### src/rtl/usr_pkg.sv
// usr_pkg: opcodes, FSM states and move decode for usr_shift_engine (USR_ROTATE_EN enables ROR/ROL)
package usr_pkg;

    localparam logic [2:0] OP_HOLD  = 3'b000;
    localparam logic [2:0] OP_SHR   = 3'b001;
    localparam logic [2:0] OP_SHL   = 3'b010;
    localparam logic [2:0] OP_LOAD  = 3'b011;
    localparam logic [2:0] OP_CLEAR = 3'b100;
    localparam logic [2:0] OP_ROR   = 3'b101;
    localparam logic [2:0] OP_ROL   = 3'b110;

    typedef enum logic {ST_IDLE = 1'b0, ST_SHIFT = 1'b1} state_t;

    // Opcodes that move one bit per cycle and therefore honour cmd_amt
    function automatic logic op_moves(input logic [2:0] op);
`ifdef USR_ROTATE_EN
        return op inside {OP_SHR, OP_SHL, OP_ROR, OP_ROL};
`else
        return op inside {OP_SHR, OP_SHL};
`endif
    endfunction

endpackage

### src/rtl/usr_shift_datapath.sv
// usr_shift_datapath: next register/serial-out value for one opcode step (USR_ROTATE_EN enables ROR/ROL)
module usr_shift_datapath
    import usr_pkg::*;
#(
    parameter int WIDTH = 8
) (
    input  logic [2:0]       op,
    input  logic [WIDTH-1:0] pi,
    input  logic [WIDTH-1:0] po,
    input  logic             so,
    input  logic             si,
    output logic [WIDTH-1:0] po_nxt,
    output logic             so_nxt
);

    // One step of the selected operation; unknown or disabled opcodes hold
    always_comb begin
        po_nxt = po;
        so_nxt = so;
        case (op)
            OP_SHR:   begin po_nxt = {si, po[WIDTH-1:1]};        so_nxt = po[0];       end
            OP_SHL:   begin po_nxt = {po[WIDTH-2:0], si};        so_nxt = po[WIDTH-1]; end
            OP_LOAD:  po_nxt = pi;
            OP_CLEAR: po_nxt = '0;
`ifdef USR_ROTATE_EN
            OP_ROR:   begin po_nxt = {po[0], po[WIDTH-1:1]};     so_nxt = po[0];       end
            OP_ROL:   begin po_nxt = {po[WIDTH-2:0], po[WIDTH-1]}; so_nxt = po[WIDTH-1]; end
`endif
            default:  ;
        endcase
    end

endmodule

### src/rtl/usr_shift_engine.sv
// usr_shift_engine: command-driven universal shift register, one bit per cycle (USR_ROTATE_EN enables ROR/ROL)
module usr_shift_engine
    import usr_pkg::*;
#(
    parameter  int WIDTH = 8,
    localparam int CNT_W = $clog2(WIDTH + 1)
) (
    input  logic             clk,
    input  logic             rst,
    input  logic             cmd_valid,
    output logic             cmd_ready,
    input  logic [2:0]       cmd_op,
    input  logic [CNT_W-1:0] cmd_amt,
    input  logic [WIDTH-1:0] PI,
    input  logic             SI,
    output logic [WIDTH-1:0] PO,
    output logic             SO,
    output logic             busy,
    output logic             done
);

    state_t           state, state_nxt;
    logic [CNT_W-1:0] cnt, cnt_nxt;
    logic [2:0]       op_q, op_q_nxt, dp_op;
    logic [WIDTH-1:0] po_nxt;
    logic             so_nxt, done_nxt;

    assign cmd_ready = state == ST_IDLE;
    assign busy      = state == ST_SHIFT;

    usr_shift_datapath #(.WIDTH(WIDTH)) u_dp (
        .op     (dp_op),
        .pi     (PI),
        .po     (PO),
        .so     (SO),
        .si     (SI),
        .po_nxt (po_nxt),
        .so_nxt (so_nxt)
    );

    // Sequencing: the first bit moves on the accept edge, remaining amt-1 bits in SHIFT
    always_comb begin
        state_nxt = state;
        cnt_nxt   = cnt;
        op_q_nxt  = op_q;
        done_nxt  = 1'b0;
        dp_op     = OP_HOLD;
        if (state == ST_SHIFT) begin
            dp_op   = op_q;
            cnt_nxt = cnt - CNT_W'(1);
            if (cnt == CNT_W'(1)) begin
                state_nxt = ST_IDLE;
                done_nxt  = 1'b1;
            end
        end else if (cmd_valid) begin
            dp_op    = (op_moves(cmd_op) && cmd_amt == '0) ? OP_HOLD : cmd_op;
            done_nxt = 1'b1;
            if (op_moves(cmd_op) && cmd_amt >= CNT_W'(2)) begin
                state_nxt = ST_SHIFT;
                cnt_nxt   = cmd_amt - CNT_W'(1);
                op_q_nxt  = cmd_op;
                done_nxt  = 1'b0;
            end
        end
    end

    // State, counter and visible registers; reset aborts any command at once
    always_ff @(posedge clk or posedge rst) begin
        if (rst) begin
            state <= ST_IDLE;
            cnt   <= '0;
            op_q  <= OP_HOLD;
            PO    <= '0;
            SO    <= 1'b0;
            done  <= 1'b0;
        end else begin
            state <= state_nxt;
            cnt   <= cnt_nxt;
            op_q  <= op_q_nxt;
            PO    <= po_nxt;
            SO    <= so_nxt;
            done  <= done_nxt;
        end
    end

endmodule
### config.mk
export PLATFORM = sky130hd
export DESIGN_NAME = usr_shift_engine
export DESIGN_NICKNAME = d
export VERILOG_FILES = /design/src/rtl/usr_pkg.sv /design/src/rtl/usr_shift_datapath.sv /design/src/rtl/usr_shift_engine.sv
export SDC_FILE = /design/constraint.sdc
export NUM_CORES = 1
export LEC_CHECK = 0
export ABC_CLOCK_PERIOD_IN_PS = 1800
export BUFFER_PORTS_ARGS = -buffer_cell sky130_fd_sc_hd__buf_2
export CORE_MARGIN = 5
export CORE_UTILIZATION = 50
export CTS_BUF_LIST = sky130_fd_sc_hd__clkbuf_8
export DETAILED_ROUTE_END_ITERATION = 10
export PLACE_DENSITY = 0.78
export SLEW_MARGIN = 30
export SYNTH_ARGS = -nofsm -noshare
export SYNTH_HDL_FRONTEND = slang
export SYNTH_HIERARCHICAL = 1
export SYNTH_SLANG_ARGS = --single-unit
### constraint.sdc
create_clock -name clk -period 1.8 [get_ports clk]
set_input_delay 0.45 -clock clk [delete_from_list [all_inputs] [get_ports clk]]
set_output_delay 0.45 -clock clk [all_outputs]
set_load 0.02 [all_outputs]
==> results of run 1 <==
power by group through the flow:
stage               Sequential, mW  Combinational (mW)  Clock [mW]
CTS                          0.786                1.86       0.331
finish                       0.785                2.11       0.323
floorplan                    0.901                1.20           0
global route                 0.822                2.29       0.356
detailed placement           0.791                1.86           0
global placement             0.782                1.77           0
metrics by stage:
| stage | setup WS, ns | power (mW) | utilization | area (sq um) |
|---|---|---|---|---|
| after floorplan | 0.01290 | 2.097 | - | 1300 |
| after global placement | -0.09762 | 2.555 | 0.6561 | 1625 |
| after detailed placement | -0.1431 | 2.650 | 0.6561 | 1625 |
| after CTS | 0.1150 | 2.977 | 0.6783 | 1680 |
| after global routing | -0.02471 | 3.466 | 0.7207 | 1785 |
| final | 0.07844 | 3.219 | 0.7207 | 1785 |
metal layers:
metal	routed length [um]	share of wire	vias up	track usage
met2	1644	0.52	30	0.2992
met4	44	0.014	0	0.06811
li1	-	-	569	-
met5	0	0	-	0
met1	1257	0.40	551	0.2016
met3	188	0.060	6	0.03830
logic make-up after synthesis:
kind of cell             count (synthesis)  share of synthesized area
AO/OA/AOI/OAI                           35                     0.2381
XOR/XNOR                                 4                    0.02711
adder cells (fa/ha/maj)                  5                    0.04840
buffers and inverters                   21                    0.08712
flip-flops                              18                     0.3485
multiplexers                            15                     0.1181
AND/OR/NAND/NOR                         26                     0.1326
synth_stat cells:
cell type  number
nand2b_1        1
a221oi_2        7
inv_1          14
mux2i_1        13
ha_1            5
xnor2_1         1
a22o_1          2
mux2_2          2
o21a_1          3
and2b_1         2
or4b_2          1
a221oi_1        1
nor3_1          4
buf_4           1
and3_1          1
nor2_4          1
a31oi_1         1
nand2_1         5
nor2_1          7
o21ai_0         8
o311a_1         6
nor4_4          1
nor2b_1         2
a21oi_1         1
o21ai_1         2
clkbuf_1        1
o221a_1         1
o22ai_1         2
dfrtp_1        18
xor2_1          3
inv_2           1
buf_6           4
nor4b_4         1
a32oi_1         1
tightest hold or removal path: cells and delay by family:
| kind | cells | cell delay (ns) |
|---|---|---|
| buffers and inverters | 3 | 0.37 |
sequential cells by signal, summed over array words and instances, names as in the netlist:
signal  count
PO          8
SO          1
busy        1
cnt         4
op_q        3
done        1
repair_timing:
item	in CTS	in global routing
hold buffers	0	0
setup buffers	0	5
resized for setup	0	9
endpoints found under the setup margin	0	9
how the worst max path moves through the flow:
stage	startpoint	endpoint	depth (start not counted)
6_report	cmd_op[0]	PO[1]$_DFF_PP0_	8
5_1_grt	busy$_DFF_PP0_	PO[1]$_DFF_PP0_	9
4_1_cts	cmd_amt[1]	PO[4]$_DFF_PP0_	8
3_5_place_dp	cmd_amt[1]	PO[4]$_DFF_PP0_	8
3_3_place_gp	cmd_amt[0]	PO[2]$_DFF_PP0_	8
2_1_floorplan	cmd_op[1]	PO[0]$_DFF_PP0_	8
area by class of cell:
class | count | area share
Multi-Input combinational cell | 85 | 0.4317
Inverter | 15 | 0.03153
Tap cell | 30 | 0.02102
Timing Repair Buffer | 59 | 0.2320
Clock buffer | 4 | 0.03083
Sequential cell | 18 | 0.2530
==> results.cfg, run 1 <==
[sta]
hold_slack_ns = 0.2056
hold_viol_final = 0
maxSlewViolCount = 0
max_slew_margin = 0.6803
clock_skew_ns = 0.001753
final-setup-viol-count = 0
worst_pin_slew_ns = 0.4775
max_freq_mhz = 580.9
period_needed_ns = 1.722
post-route-period-util = 0.9564
fin_setup_tns_ns = 0

[yosys]
synthTopCellsByArea = dfrtp_1 35%, mux2i_1 10%, a221oi_2 8.1%
synth_area_leader_cell = dfrtp_1
synth_top_area_frac = 0.3485
syn_avg_cell_area_sq_um = 10.42
ys_seq_elements = 18
synth.distinct_cells = 34
ys_warn_count = 6
netlist_area_sq_um = 1292
synth_cells = 124
ys_seq_area_frac = 0.3485
syn-num-nets = 148

[worst_setup_path]
ff2ff_path_depth = 9
cp.required_ns = 1.95
rrSetupSlack_ns = 0.12
cp_max_fo = 6
path_buf_inv = 2
worstSetupEndpointType = flop
crit_type = input pin to flop
reg2reg_from = busy$_DFF_PP0_
worst_path_max_delay_cell = o311a_1
timing.rr.end = PO[1]$_DFF_PP0_
cp_data_arrival_time_ns = 1.87
max_stage_delay_ns = 0.35
cp_cell_sequence = buf_2 -> xnor2_2 -> nor2_2 -> a31oi_2 -> a22o_4 -> clkbuf_16 -> o311a_1 -> a221oi_2
crit_family = compound AO/OA/AOI/OAI gates
startpoint_type = input pin

[power]
combPwrFrac = 0.656
p_switching_mw = 1.345
switching_share = 0.4179
p_seq_frac = 0.244
ir_drop_v = 0.001079
p_per_area_nw_per_um2 = 1803
p_leak_nw = 0.8772
internal_power_mw = 1.874
clockPowerShare = 0.100

[clocking]
clkTransAtPathRegs_ns = 0.07
numCtsBuffers = 3
tritoncts = done
clk_latency_ns = 0.25
clockBufferDepth = 2
cts_sinks = 18
root_buffer = clkbuf_8
htreeDepth = 1

[cells_and_area]
final_common_cell = buf_2
mostFrequentLayoutCells = 30 x buf_2, 25 x buf_4, 17 x dfrtp_1
drive_above_1_share = 0.4807
seq_area_sq_um = 451.7
antenna_cells = 0
final_cells = 211
multi_input_area_sq_um = 770.7
n_fill_cell = 185
syn2layout_area_growth_pct = 38.14
final_nets = 206

[floorplan]
initial_core_util = 0.5217
die_y_um = 60.84
die-area_sq_um = 3702
rows = 18
pin_count = 31
coreArea_sq_um = 2477
die_w_um = 60.84

[global_routing]
grt_antenna_before_repair = 0
grt_pass1_vias = 1143
grt_max_degree = 28
grt_util_all_layers = 0.1709
grt_pass1_wl_um = 4864
overflow = 0

[placement]
dpl.cell_count = 200
io_buffers = 30
gp_congestion = 0.8283
place_hpwl_um = 2211

[routing]
ant_nets = 0
drcViolationCount = 0
wl_per_cell_um = 14.85
post_drt_via_cell_ratio = 5.479
vias = 1156
dr.pass1.iters = 4
dr.first_iter.drc_count = 49
drt_wl_total_um = 3134

[run_status]
status = finished, final reports clean

[min_path]
hold_class = input pin to async pin

[flow_run]
maxCapViolCount = 0
Note: power is estimated with default switching activity, not from simulation.
==> run 2, diff against run 1 <==
CORE_UTILIZATION = 49   (was 50)
SYNTH_HIERARCHICAL = not set   (was 1)
==> run 2 against run 1 <==
  * The flow now finishes with violations (setup timing)
  * Worst setup slack worse by 0.15 ns
  * Area after synthesis down 5.3%
  * Sequential share of layout area down 1.7 points
  * Power up 9.2%
  * Cell count up 4.7%
  * Die area down 2.8%
  * Non-clock buffer count up 3
  * Count of clock-buffer cells in the layout unchanged
  * Via count up 9.8%
  * Worst hold slack better by 0.072 ns
  * Cell area up 6.8%
==> results.cfg, run 2 <==
[run_status]
status = complete, but fails checks
violations = setup timing

[yosys]
synth_edf_count = 0
yosysMostFrequentCell = dfrtp_1
ys_seq_area_frac = 0.3681
async_flop_share = 1.000
ys_seq_elements = 18
ys_warn_count = 0
synthFlopType = dfrtp_1
synthTopCellsByArea = dfrtp_1 37%, a221oi_1 5.7%, a211oi_1 5.5%
syn-num-nets = 153
synth_top_cells_by_count = 18 x dfrtp_1, 15 x inv_1, 11 x o21ai_0, 10 x nor3_1, 9 x a211oi_1
synth.distinct_cells = 33
netlist_area_sq_um = 1224
synth_cells = 130
synth_top_area_frac = 0.3681
synth_area_leader_cell = dfrtp_1
syn_avg_cell_area_sq_um = 9.413

[cells_and_area]
drive_above_1_share = 0.5550
final_nets = 215
final_common_cell = buf_2
largest_register_ffs = 8
largest_register = PO
final_cells = 221
syn2layout_area_growth_pct = 55.83
fin_util = 0.7840
antenna_cells = 0
mostFrequentLayoutCells = 28 x buf_2, 27 x buf_4, 18 x dfrtp_1
reg_top3 = PO: 8 flops, cnt: 4 flops, op_q: 3 flops

[floorplan]
initial_core_util = 0.5031
rows = 18
die-area_sq_um = 3596
pin_count = 31
die_y_um = 59.97
coreArea_sq_um = 2432
die_w_um = 59.97

[worst_setup_path]
cp_max_fo = 9
cp.required_ns = 1.96
cp_data_arrival_time_ns = 2.03
worstSetupEndpointType = flop
crit_type = input pin to flop
startpoint_type = input pin

[routing]
dr.pass1.iters = 4
vias = 1269
wl_per_cell_um = 18.99
ant_nets = 0
drt_wl_total_um = 4196
dr.first_iter.drc_count = 77
post_drt_via_cell_ratio = 5.742
drcViolationCount = 0

[global_routing]
grt_pass1_vias = 1264
grt_pass1_wl_um = 5727
use_met3 = 0.03888
overflow = 0
grt_use_met1 = 0.2762
grt_max_degree = 19
top_usage_layer = met2
gr-usage-met2 = 0.3441
grt_antenna_before_repair = 0
grt_util_all_layers = 0.2140

[sta]
maxSlewViolCount = 0
period_needed_ns = 1.874
max_slew_margin = 0.5412
rsz0062_at_grt = true
post-route-period-util = 1.041
final-setup-viol-count = 9
fin_setup_tns_ns = -0.2526
worst_pin_slew_ns = 0.6875
hold_viol_final = 0
max_freq_mhz = 533.7
finalWorstSetupSlack_ns = -0.07373
clock_skew_ns = 0.007245

[power]
p_leak_nw = 0.8644
ir_drop_v = 0.001299
p_per_area_nw_per_um2 = 1844

[clocking]
cts_sinks = 18
clkTransAtPathRegs_ns = 0.08
cts_hold_buf = 0
clockBufferDepth = 2
htreeDepth = 1
root_buffer = clkbuf_8
clk_latency_ns = 0.26
numCtsBuffers = 3
tritoncts = done

[flow_run]
maxCapViolCount = 0

[placement]
dpl.cell_count = 213
gp_congestion = 0.8433
io_buffers = 30
place_hpwl_um = 2689

[min_path]
hold_class = input pin to async pin
## run 2: cell types whose count changed in the layout (fill, tap and decap cells not counted), sizes merged, moves of 4 or more
| cell | previous run | this run |
|---|---|---|
| mux2i | 13 | 0 |
| a211oi | 0 | 11 |
| nor3 | 4 | 10 |
| o311a | 6 | 0 |
| a21oi | 1 | 6 |
| o21ai | 10 | 15 |
| and2 | 0 | 4 |
| buf | 58 | 62 |
## run 2: timing repair
item / 4_1_cts / 5_1_grt
pin swaps: 6 / 11
buffers inserted: 1 / 3
gates resized for setup: 10 / 36
setup endpoints to repair: 8 / 12
## run 2: power breakdown
part	leakage (nW)	total (mW)	switching [mW]	internal [mW]
Combinational	0.628	2.39	1.31	1.08
Sequential	0.207	0.786	0.181	0.605
Clock	0.0288	0.343	0.149	0.195
Total	0.864	3.52	1.64	1.87
## run 2: area by class of cell
class	instances	area [sq um]
multi-input cells	92	868.3
fillers	142	525.5
flip-flops and latches	18	450.4
repair buffers	62	434.2
inverters	15	61.31
clock buffers	4	55.05
well taps	30	37.54
## run 2: per-stage QoR
step	cell area [sq um]	power (mW)	hold slack [ns]	worst slack [ns]
2_1_floorplan	1247	1.887	0.3886	-0.01320
3_3_place_gp	1613	2.414	0.4664	-0.2332
3_5_place_dp	1613	2.513	0.4828	-0.3953
4_1_cts	1713	2.950	0.3114	-0.009609
5_1_grt	1907	3.693	0.3431	-0.09372
6_report	1907	3.516	0.2780	-0.07373
## run 2: worst paths after layout
kind	start	end	slack (ns)	depth (start not counted)
max in group asynchronous	rst	done$_DFF_PP0_	1.08	2
hold / removal	rst	PO[6]$_DFFE_PP0P_	0.28	2
min in group clk	cmd_op[0]	op_q[0]$_DFFE_PP0P_	0.50	2
hold reg to reg	op_q[2]$_DFFE_PP0P_	op_q[2]$_DFFE_PP0P_	0.51	1
setup / recovery	cmd_amt[1]	PO[5]$_DFFE_PP0P_	-0.07	10
setup reg to reg	busy$_DFF_PP0_	PO[1]$_DFFE_PP0P_	0	6
## run 2: per-layer routing
metal	vias up	wire [um]
met1	602	1779
met5	-	0
met4	0	145
met3	17	251
met2	53	2020
li1	597	-
## run 2: cell families (layout without fill, tap and decap cells)
logic type	Yosys count	after routing	share of synthesized area
muxes	2	2	0.01840
buffers and inverters	20	81	0.07259
xor gates and xnor gates	5	5	0.03579
and+or+nand+nor	35	35	0.1912
DFF	18	18	0.3681
AOI/OAI and AO/OA	46	46	0.2730
adders and majority gates	4	4	0.04090
## run 2: worst max-delay path: stages
cell,delay [ns]
buf_6,0.10
inv_2,0.05
ha_4,0.12
nor4b_4,0.31
a211oi_2,0.16
buf_4,0.18
buf_6,0.14
nor3_1,0.21
a211oi_1,0.10
a221oi_2,0.22
==> run 3, diff against run 2 <==
ABC_AREA = 1   (was not set)
CORE_UTILIZATION = 50   (was 49)
==> run 3 against run 2 <==
  * Register-to-register slack better by 0.06 ns
  * Largest power group unchanged
  * The run now ends clean
  * Critical endpoint is now PO[0]$_DFFE_PP0P_
  * Global-route usage down 2.7 points
  * Highest routed layer unchanged
  * Combinational power down 17%
  * Sequential cell count unchanged
  * Sequential share of layout area up 0.80 points
  * Non-clock buffer count down 8
  * Synthesized cell count up 35%
  * Count of clock-buffer cells in the layout unchanged
==> results.cfg, run 3 <==
[floorplan]
rows = 18
die_y_um = 61.94
coreArea_sq_um = 2522
initial_core_util = 0.5347
pin_count = 31
die_w_um = 61.94
die-area_sq_um = 3837

[yosys]
synth_compound_area_frac = 0.09462
synthMuxAreaShare = 0
synth_top_cells_by_count = 69 x nand2_1, 23 x inv_1, 18 x dfrtp_1, 17 x nand4_1, 6 x o21ai_0
async_flop_share = 1.000
synth_area_leader_cell = dfrtp_1
yosysMostFrequentCell = nand2_1
synthFlopType = dfrtp_1
syn-num-nets = 199
synthAdderAreaFrac = 0.03711
ys_seq_area_frac = 0.3340
netlist_area_sq_um = 1349
syn_avg_cell_area_sq_um = 7.664
synth_top_family_by_area = simple AND/OR/NAND/NOR gates
synth_cells = 176
synth.distinct_cells = 30
synth_top_area_frac = 0.3340
synth-simple-area-share = 0.4100
ys_seq_elements = 18
ys_warn_count = 0
synthTopCellsByArea = dfrtp_1 33%, nand2_1 19%, nand4_1 7.9%
synth_edf_count = 0
synthXorXnorAreaFrac = 0.006494

[cells_and_area]
final_nets = 257
mostFrequentLayoutCells = 65 x nand2_1, 30 x buf_2, 21 x inv_1
largest_register_ffs = 8
reg_top3 = PO: 8 flops, cnt: 4 flops, op_q: 3 flops
n_fill_cell = 187
fin_util = 0.7331
drive_above_1_share = 0.3820
syn2layout_area_growth_pct = 37.11
largest_register = PO
antenna_cells = 0
final_common_cell = nand2_1

[global_routing]
grt_pass1_wl_um = 5319
grt_max_degree = 19
grt_antenna_before_repair = 0
grt_util_all_layers = 0.1866
grt_pass1_vias = 1276
overflow = 0

[routing]
vias = 1477
ant_nets = 0
drt_wl_total_um = 3927
post_drt_via_cell_ratio = 5.616
dr.pass1.iters = 4
dr.first_iter.drc_count = 150
drcViolationCount = 0
wl_per_cell_um = 14.93

[sta]
post-route-period-util = 0.9933
max_freq_mhz = 559.3
final-setup-viol-count = 0
hold_viol_final = 0
max_slew_margin = 0.5451
maxSlewViolCount = 0
worst_pin_slew_ns = 0.6815
clock_skew_ns = 0.009325
period_needed_ns = 1.788
hold_slack_ns = 0.2805

[clocking]
cts_hold_buf = 0
cts_sinks = 18
tritoncts = done
clk_latency_ns = 0.26
root_buffer = clkbuf_8
htreeDepth = 1
numCtsBuffers = 3
clkTransAtPathRegs_ns = 0.07
clockBufferDepth = 2

[worst_setup_path]
cp.required_ns = 1.95
crit_family = simple AND/OR/NAND/NOR gates
cp_cell_sequence = buf_2 -> inv_2 -> ha_2 -> nor3b_4 -> nand2_2 -> a21oi_4 -> nand3_4 -> buf_6 -> nand4_1 -> nand2_1 -> nand2_1 -> nand2_1
cp_common_cell = nand2_1
path_buf_inv = 3
crit_type = input pin to flop
max_stage_delay_ns = 0.25
cp_max_fo = 6
startpoint_type = input pin
worst_path_max_delay_cell = a21oi_4
worstSetupEndpointType = flop
cp_data_arrival_time_ns = 1.94

[min_path]
hold_class = input pin to async pin

[power]
p_per_area_nw_per_um2 = 1652
ir_drop_v = 0.001005
p_leak_nw = 1.029

[flow_run]
maxCapViolCount = 0

[run_status]
status = finished, final reports clean

[placement]
io_buffers = 30
place_hpwl_um = 2532
gp_congestion = 0.8946
-- run 3: changes by cell type after synthesis, sizes merged, moves of 8 or more --
cell	change
a211oi	-11
o21ai	-9
inv	+12
nor3	-9
a221oi	-8
nand4	+17
nand2	+68
-- run 3: cell families after synthesis --
logic type,Yosys count
AND/OR/NAND/NOR,105
XOR/XNOR,1
buffers and inverters,31
flip-flops,18
AO/OA/AOI/OAI,17
adder cells (fa/ha/maj),4
-- run 3: power breakdown --
part / switching, mW / total (mW) / internal, mW
clock: 0.140 / 0.335 / 0.194
sequential: 0.165 / 0.742 / 0.577
combinational: 1.22 / 1.98 / 0.763
-- run 3: worst paths after layout --
kind | start | end | slack (ns) | depth (start not counted)
max | cmd_amt[0] | PO[0]$_DFFE_PP0P_ | 0.01 | 12
max in group asynchronous | rst | busy$_DFF_PP0_ | 1.03 | 2
min | rst | PO[6]$_DFFE_PP0P_ | 0.28 | 2
min in group clk | cmd_op[1] | op_q[1]$_DFFE_PP0P_ | 0.49 | 3
max reg2reg | busy$_DFF_PP0_ | PO[0]$_DFFE_PP0P_ | 0.06 | 10
min reg2reg | op_q[1]$_DFFE_PP0P_ | op_q[1]$_DFFE_PP0P_ | 0.51 | 2
-- run 3: final cells by class --
class	count	area, sq um	share of cell area
sequential	18	451.7	0.2442
inverter	27	116.4	0.06292
tap	30	37.54	0.02030
clock buffer	4	55.05	0.02977
timing repair buffer	54	345.3	0.1867
multi-input combinational	130	843.3	0.4560
-- run 3: timing repair --
| item | in CTS | in global routing |
|---|---|---|
| resized for setup | 0 | 24 |
| setup buffers | 0 | 11 |
| endpoints found under the setup margin | 0 | 8 |
-- run 3: layer usage --
metal,vias to the layer above,GRT usage,routed length [um]
li1,700,-,-
met1,692,0.2291,1470
met2,70,0.3195,2039
met3,15,0.03512,315
met4,0,0.07576,102
met5,-,0,0
-- run 3: metrics by stage --
stage / total power, mW / instances / setup TNS, ns / instance area [sq um] / setup slack [ns]
6_report: 3.055 / 263 / 0 / 1849 / 0.01213
5_1_grt: 3.286 / 263 / -0.3983 / 1849 / -0.1178
4_1_cts: 2.601 / 249 / 0 / 1644 / 0.009170
3_5_place_dp: 2.266 / 245 / -2.004 / 1589 / -0.2491
3_3_place_gp: 2.200 / 245 / -1.085 / 1589 / -0.1354
2_1_floorplan: 1.897 / 176 / 0 / 1349 / 0.04760
-- run 3: worst register-to-register path: cells and delay by family, from the launching register on --
family | cells | cell delay, ns
buffers and inverters | 3 | 0.41
flip-flops | 1 | 0.46
AND/OR/NAND/NOR | 6 | 0.58
AO/OA/AOI/OAI | 1 | 0.20
